`config.mk`:
```
export PLATFORM = sky130hd
export DESIGN_NAME = note_player
export DESIGN_NICKNAME = d
export VERILOG_FILES = /design/src/rtl/note_player_pkg.sv /design/src/rtl/note_player_tone_divider.sv /design/src/rtl/note_player.sv
export SDC_FILE = /design/constraint.sdc
export NUM_CORES = 1
export LEC_CHECK = 0
export CORE_ASPECT_RATIO = 1.5
export CORE_MARGIN = 1.5
export CORE_UTILIZATION = 34
export CTS_CLUSTER_SIZE = 30
export DETAILED_ROUTE_END_ITERATION = 7
export PLACE_DENSITY = 0.47
export REMOVE_ABC_BUFFERS = 1
export SLEW_MARGIN = 20
export SYNTH_ARGS = -nofsm -noshare
export SYNTH_HDL_FRONTEND = slang
export SYNTH_SLANG_ARGS = --single-unit
```
`constraint.sdc`:
```
create_clock -name clk -period 15.2 [get_ports clk]
set_input_delay 3.04 -clock clk [delete_from_list [all_inputs] [get_ports clk]]
set_output_delay 3.04 -clock clk [all_outputs]
set_load 0.005 [all_outputs]
```
`src/rtl/note_player_pkg.sv`:
```
// Shared widths, state encoding and pitch table for the note player.
// Half-periods are in clock cycles for the middle octave.
package note_player_pkg;

  localparam int OCTAVE_BITS    = 2;
  localparam int NOTE_BITS      = 3;
  localparam int LENGTH_BITS    = 5;
  localparam int FULL_NOTE_BITS = 8;
  localparam int HP_BITS        = 19;
  localparam int TICK_CNT_BITS  = 12;

  typedef logic [0:6][HP_BITS-1:0] hp_table_t;

  // C, D, E, F, G, A, B at 100 MHz
  localparam hp_table_t MID_HP_100M = '{
    19'd191110, 19'd170265, 19'd151686,
    19'd143172, 19'd127551, 19'd113636,
    19'd101239
  };

  typedef enum logic [1:0] {
    S_IDLE = 2'd0,
    S_LOAD = 2'd1,
    S_PLAY = 2'd2,
    S_DONE = 2'd3
  } state_t;

  function automatic hp_table_t scale_table(
    input hp_table_t t,
    input longint    clk_hz
  );
    hp_table_t r;
    longint    v;
    for (int i = 0; i < 7; i++) begin
      v    = (longint'(t[i]) * clk_hz) / 64'd100_000_000;
      r[i] = HP_BITS'(v);
    end
    return r;
  endfunction

  function automatic logic [HP_BITS-1:0] octave_hp(
    input logic [HP_BITS-1:0]     base,
    input logic [OCTAVE_BITS-1:0] oct
  );
    logic [HP_BITS-1:0] r;
    unique case (1'b1)
      oct == 2'd0: r = base << 1;
      oct == 2'd1: r = base;
      default:     r = base >> 1;
    endcase
    return r;
  endfunction

endpackage

```
`src/rtl/note_player_tone_divider.sv`:
```
// Square-wave generator: toggles each time the counter hits half_period-1.
// restart holds the phase at zero with the output low.
module tone_divider
  import note_player_pkg::*;
(
  input  logic               clk,
  input  logic               rst,
  input  logic               restart,
  input  logic [HP_BITS-1:0] half_period,
  input  logic               mute,
  output logic               wave
);

  logic [HP_BITS-1:0] r_cnt;
  logic               r_wave;
  logic [HP_BITS:0]   w_cnt_p1;
  logic               w_hit;

  assign w_cnt_p1 = {1'b0, r_cnt} + {{HP_BITS{1'b0}}, 1'b1};
  // widened compare so a zero half-period toggles every cycle
  assign w_hit    = w_cnt_p1 >= {1'b0, half_period};

  always_ff @(posedge clk) begin
    if (rst || restart) begin
      r_cnt  <= '0;
      r_wave <= 1'b0;
    end else if (w_hit) begin
      r_cnt  <= '0;
      r_wave <= ~r_wave;
    end else begin
      r_cnt  <= w_cnt_p1[HP_BITS-1:0];
    end
  end

  assign wave = r_wave & ~mute;

endmodule

```
`src/rtl/note_player.sv`:
```
// Plays one latched note for length*full_note ticks, then pulses over.
// Owns the FSM and duration counters; pitch comes from tone_divider.
module note_player
  import note_player_pkg::*;
#(
  parameter int        CLK_HZ      = 100_000_000,
  parameter int        TICK_CYCLES = 62_500,
  parameter int        GAP_TICKS   = 16,
  parameter hp_table_t HP_TABLE    =
    scale_table(MID_HP_100M, longint'(CLK_HZ))
) (
  input  logic                      clk,
  input  logic                      rst,
  input  logic                      en,
  input  logic [OCTAVE_BITS-1:0]    octave,
  input  logic [NOTE_BITS-1:0]      note,
  input  logic [LENGTH_BITS-1:0]    length,
  input  logic [FULL_NOTE_BITS-1:0] full_note,
  output logic                      buzzer,
  output logic                      over,
  output logic                      busy
);

  localparam int TICK_W =
    (TICK_CYCLES > 1) ? $clog2(TICK_CYCLES) : 1;
  localparam logic [TICK_W-1:0] TICK_LAST =
    TICK_W'(TICK_CYCLES - 1);
  localparam logic [TICK_CNT_BITS-1:0] GAP_T =
    TICK_CNT_BITS'(GAP_TICKS);

  state_t r_state;
  state_t w_next;
  logic   r_over;
  logic   r_busy;

  logic [OCTAVE_BITS-1:0]    r_oct;
  logic [NOTE_BITS-1:0]      r_note;
  logic [LENGTH_BITS-1:0]    r_len;
  logic [FULL_NOTE_BITS-1:0] r_fn;

  logic [TICK_W-1:0]         r_tick;
  logic [FULL_NOTE_BITS-1:0] r_sub;
  logic [LENGTH_BITS-1:0]    r_six;
  logic [TICK_CNT_BITS-1:0]  r_etick;

  logic                      w_tick_wrap;
  logic                      w_six_wrap;
  logic                      w_end;
  logic [TICK_CNT_BITS-1:0]  w_total;
  logic                      w_gap;
  logic                      w_mute;
  logic                      w_restart;
  logic [HP_BITS-1:0]        w_base;
  logic [HP_BITS-1:0]        w_hp;
  logic                      w_wave;

  assign w_tick_wrap = (r_tick == TICK_LAST);
  assign w_six_wrap  = w_tick_wrap &&
    (r_sub == r_fn - FULL_NOTE_BITS'(1));
  assign w_end       = w_six_wrap &&
    (r_six == r_len - LENGTH_BITS'(1));

  assign w_total = TICK_CNT_BITS'(r_len) *
                   TICK_CNT_BITS'(r_fn);
  assign w_gap   = (w_total > GAP_T) &&
                   (r_etick >= w_total - GAP_T);

  always_comb begin
    w_next = r_state;
    unique case (r_state)
      S_IDLE: w_next = S_LOAD;
      S_LOAD: w_next = (length == '0) ? S_DONE : S_PLAY;
      S_PLAY: if (w_end) w_next = S_DONE;
      S_DONE: w_next = S_LOAD;
      default: w_next = S_IDLE;
    endcase
    if (!en) w_next = S_IDLE;
  end

  always_ff @(posedge clk) begin
    if (rst) begin
      r_state <= S_IDLE;
      r_over  <= 1'b0;
      r_busy  <= 1'b0;
    end else begin
      r_state <= w_next;
      r_over  <= (w_next == S_DONE);
      r_busy  <= (w_next != S_IDLE);
    end
  end

  always_ff @(posedge clk) begin
    if (rst) begin
      r_oct  <= '0;
      r_note <= '0;
      r_len  <= '0;
      r_fn   <= '0;
    end else if (r_state == S_LOAD) begin
      r_oct  <= octave;
      r_note <= note;
      r_len  <= length;
      r_fn   <= (full_note == '0) ?
                FULL_NOTE_BITS'(1) : full_note;
    end
  end

  always_ff @(posedge clk) begin
    if (rst || r_state != S_PLAY) begin
      r_tick  <= '0;
      r_sub   <= '0;
      r_six   <= '0;
      r_etick <= '0;
    end else begin
      r_tick <= w_tick_wrap ? '0 : r_tick + TICK_W'(1);
      if (w_tick_wrap)
        r_etick <= r_etick + TICK_CNT_BITS'(1);
      if (w_six_wrap) begin
        r_sub <= '0;
        r_six <= r_six + LENGTH_BITS'(1);
      end else if (w_tick_wrap) begin
        r_sub <= r_sub + FULL_NOTE_BITS'(1);
      end
    end
  end

  always_comb begin
    w_base = '0;
    for (int i = 0; i < 7; i++)
      if (r_note == NOTE_BITS'(i + 1))
        w_base = HP_TABLE[i];
  end

  assign w_hp      = octave_hp(w_base, r_oct);
  assign w_restart = (r_state != S_PLAY);
  assign w_mute    = w_restart || (r_note == '0) || w_gap;

  tone_divider u_tone (
    .clk         (clk),
    .rst         (rst),
    .restart     (w_restart),
    .half_period (w_hp),
    .mute        (w_mute),
    .wave        (w_wave)
  );

  assign buzzer = w_wave;
  assign over   = r_over;
  assign busy   = r_busy;

endmodule

```
==> run_results.csv <==
group,metric,value,unit
cts,clk_path_buf_depth,2,
logic_synthesis,ys_types,66,
timing,final.period_utilization,0.634,
timing,fin_crit,9630,ps
setup_path,slowest_stage,"o311ai_0",
routing,first_iter_violations,157,
timing,holdWs,481,ps
logic_synthesis,yosysTopAreaCell,"dfxtp_1",
setup_path,crit_path_end,"buzzer",
routing,drc,0,
setup_path,r2r-start,"r_oct[1]",
global_routing,grt_max_degree,35,
power_and_ir_drop,p_leak,2.98,nW
cts,h-tree-depth,3,
power_and_ir_drop,powerDensity,79.4,mW/mm^2
cts,clkTransAtPathRegs,60,ps
global_routing,grt_pass1_vias,5502,
setup_path,cp_num_buf_inv,3,
cts,root_buffer,"clkbuf_16",
setup_path,slowest_delay,680,ps
cts,cts.sinks,83,
setup_path,r2r_cells,12,
global_routing,grt_pass1_wl,26.6,mm
setup_path,cp.depth,19,
logic_synthesis,synth_flop_cell,"dfxtp_1",
cts,post-cts-setup-buffers,0,
setup_path,cp.required,12160,ps
setup_path,arrival,6590,ps
logic_synthesis,ys_warn_count,0,
finish,diodes,0,
timing,fin_setup_tns,0,ps
setup_path,crit_start,"r_len[3]",
setup_path,r2r-end,"u_tone.r_cnt[18]",
cts,clk_latency,350,ps
placement,dp.cells,1055,
power_and_ir_drop,ir_worst_vdd,0.0580,mV
routing,dr.pass1.iters,4,
logic_synthesis,ys_seq_area_frac,0.254,
timing,finalHoldViolations,0,
finish,final_area,0.00734,mm^2
cts,cts_made_buffers,9,
setup_path,path_class,"reg2out",
setup_path,path_max_fanout,11,
routing,ant_nets,0,
floorplanning,die_width,116,um
placement,port_buffers,23,
routing,viasPerCell,5.11,
timing,tightest_slew,1060,ps
finish,nFillCells,2026,
routing,drt-total-wl,15.6,mm
logic_synthesis,synth_top_area_frac,0.254,
routing,drt-wirelength-per-cell,14.6,um
timing,rsz0062_at_grt,"false",
global_routing,grt_antenna_before_repair,0,
logic_synthesis,syn_area_per_cell,8.09,um^2
timing,slew_headroom,0.294,
placement,place_hpwl,12.1,mm
floorplanning,std_cell_rows,62,
floorplanning,initial_core_util,0.344,
logic_synthesis,synth_enable_flop_cells,0,
floorplanning,fp.dieH,173,um
placement,placed_area,0.00699,mm^2
logic_synthesis,async_reset_ff_frac,0,
worst_hold_path,hold_class,"reg2reg",
global_routing,track_usage,0.165,
timing,final_max_slew_viol_count,0,
logic_synthesis,synthCells,809,
setup_path,r2r_setup_slack,11640,ps
power_and_ir_drop,p_total,0.584,mW
floorplanning,core,0.0190,mm^2
setup_path,cp_common_cell,"fa_1",
timing,clock_skew,11.6,ps
cts,tritoncts,"yes",
finish,area_delta_synth_final,12.2,%
finish,layoutNonFillerInstCount,1071,
cts,ctsHoldBuffers,0,
setup_path,end_kind,"output port",
logic_synthesis,ys_ff_latch,83,
setup_path,path_delay_family,"adder cells",
floorplanning,dieArea,0.0201,mm^2
logic_synthesis,yosys-top-cells-area,"dfxtp_1, ha_1, nor2_1",
timing,clock.fmax,104,MHz
floorplanning,io_pins,24,
flow_run,maxCapViolations,0,
logic_synthesis,netlist_area,0.00654,mm^2
global_routing,grt_overflow,0,
finish,nets,911,
setup_path,cp-start-kind,"register",
placement,place_congestion,0.769,
routing,vias,5473,
setup_path,crit_chain,"and2_1 -> fa_1 -> fa_1 -> inv_1 -> fa_1 -> inv_1 -> ha_1 -> o21ai_0 -> nor2_1 -> a21oi_1 -> o311ai_0 -> nand4b_1 -> xnor2_1 -> ha_1 -> a2111oi_0 -> o211ai_1 -> a311o_1 -> o31ai_1 -> clkdlybuf4s50_1",
run_status,outcome,"finished, final reports clean",
timing,setup_violations,0,
cts,post_cts_resized,0,
finish,drive_gt1_frac,0.0442,
[layout by cell type, fill, tap and decap left out, types with 5 or more instances in the layout]
cell and count:
or3_1 9, nor4_1 5, o211ai_1 7, a31oi_1 6, xnor2_1 39, and2_1 25, nor2b_1 21, clkbuf_16 9
inv_1 43, clkdlybuf4s50_1 23, o21ai_0 27, xor2_1 38, a21o_1 7, buf_4 5, nand3_1 22, nand2_1 69
a211oi_1 8, mux2i_1 23, and3_1 9, a21oi_1 41, fa_1 17, nand4_1 16, nor2_1 97, nor3_1 12
ha_1 63, nand2b_1 16, dfxtp_1 83
[flip-flops by register name, indices dropped and copies added, names as in the netlist, 3 cells and up]
| register | flops |
|---|---|
| r_etick | 12 |
| r_fn | 8 |
| r_len | 5 |
| r_note | 3 |
| r_six | 5 |
| r_sub | 8 |
| r_tick | 16 |
| u_tone.r_cnt | 19 |
[synthesized netlist by cell type (3+ instances only)]
master and instances:
a211o_1 4, nand2_1 69, a31o_2 3, nand4b_1 3, and3_1 9, o2111ai_1 4, nand2b_1 16, or2_2 3
o21a_1 4, xor2_1 38, and2_1 25, o211ai_1 7, or4_1 4, nor2_1 97, or3_1 9, fa_1 17
a21o_1 7, nand3_1 22, o21ai_0 27, nor2b_1 21, clkbuf_1 33, a211oi_1 8, xnor2_1 39, dfxtp_1 83
ha_1 63, nor4_1 5, o31ai_1 3, inv_1 43, a31oi_1 6, a21boi_0 3, nand4_1 16, a21oi_1 41
mux2i_1 23, nor3_1 12, buf_1 3
[kinds of logic after synthesis]
kind of cell / after synthesis / synth area share
adder cells (fa/ha/maj): 80 / 0.172
AO/OA/AOI/OAI: 140 / 0.140
AND/OR/NAND/NOR: 324 / 0.248
flip-flops: 83 / 0.254
XOR/XNOR: 77 / 0.103
multiplexers: 23 / 0.0352
buffers and inverters: 82 / 0.0474
[routing by layer]
layer	up-vias	global-route usage	wire length (um)
li1	2806	-	-
met1	2597	0.178	6290
met2	51	0.318	8760
met3	19	0.0221	267
met4	0	0.0595	328
met5	-	0	0
[per-stage QoR]
| step | utilization | setup WS, ps |
|---|---|---|
| floorplan | - | 7200 |
| global placement | 0.368 | 6270 |
| detailed placement | 0.368 | 5960 |
| CTS | 0.386 | 5560 |
| global route | 0.386 | 5050 |
| finish | 0.386 | 5570 |
[worst min-delay path by stage]
stage	from	endpoint	depth (start not counted)
2_1_floorplan	u_tone.r_cnt[0]	u_tone.r_cnt[0]	1
3_5_place_dp	r_tick[0]	r_tick[0]	1
6_report	r_tick[0]	r_tick[0]	1
5_1_grt	r_tick[0]	r_tick[0]	1
3_3_place_gp	u_tone.r_wave	u_tone.r_wave	2
4_1_cts	u_tone.r_wave	u_tone.r_wave	2
[power by group]
group	switching [mW]	leakage [nW]	internal, mW
sequential	0.0109	0.670	0.222
combinational	0.0496	2.13	0.0406
clock	0.0936	0.176	0.167
[cell type report]
class,count,area [um^2],area share
Sequential cell,83,1660,0.226
Tap cell,256,320,0.0436
Timing Repair Buffer,28,268,0.0365
Clock inverter,6,119,0.0162
Multi-Input combinational cell,644,4570,0.622
Inverter,44,165,0.0225
Clock buffer,10,239,0.0325
(Power assumes the default switching activity.)
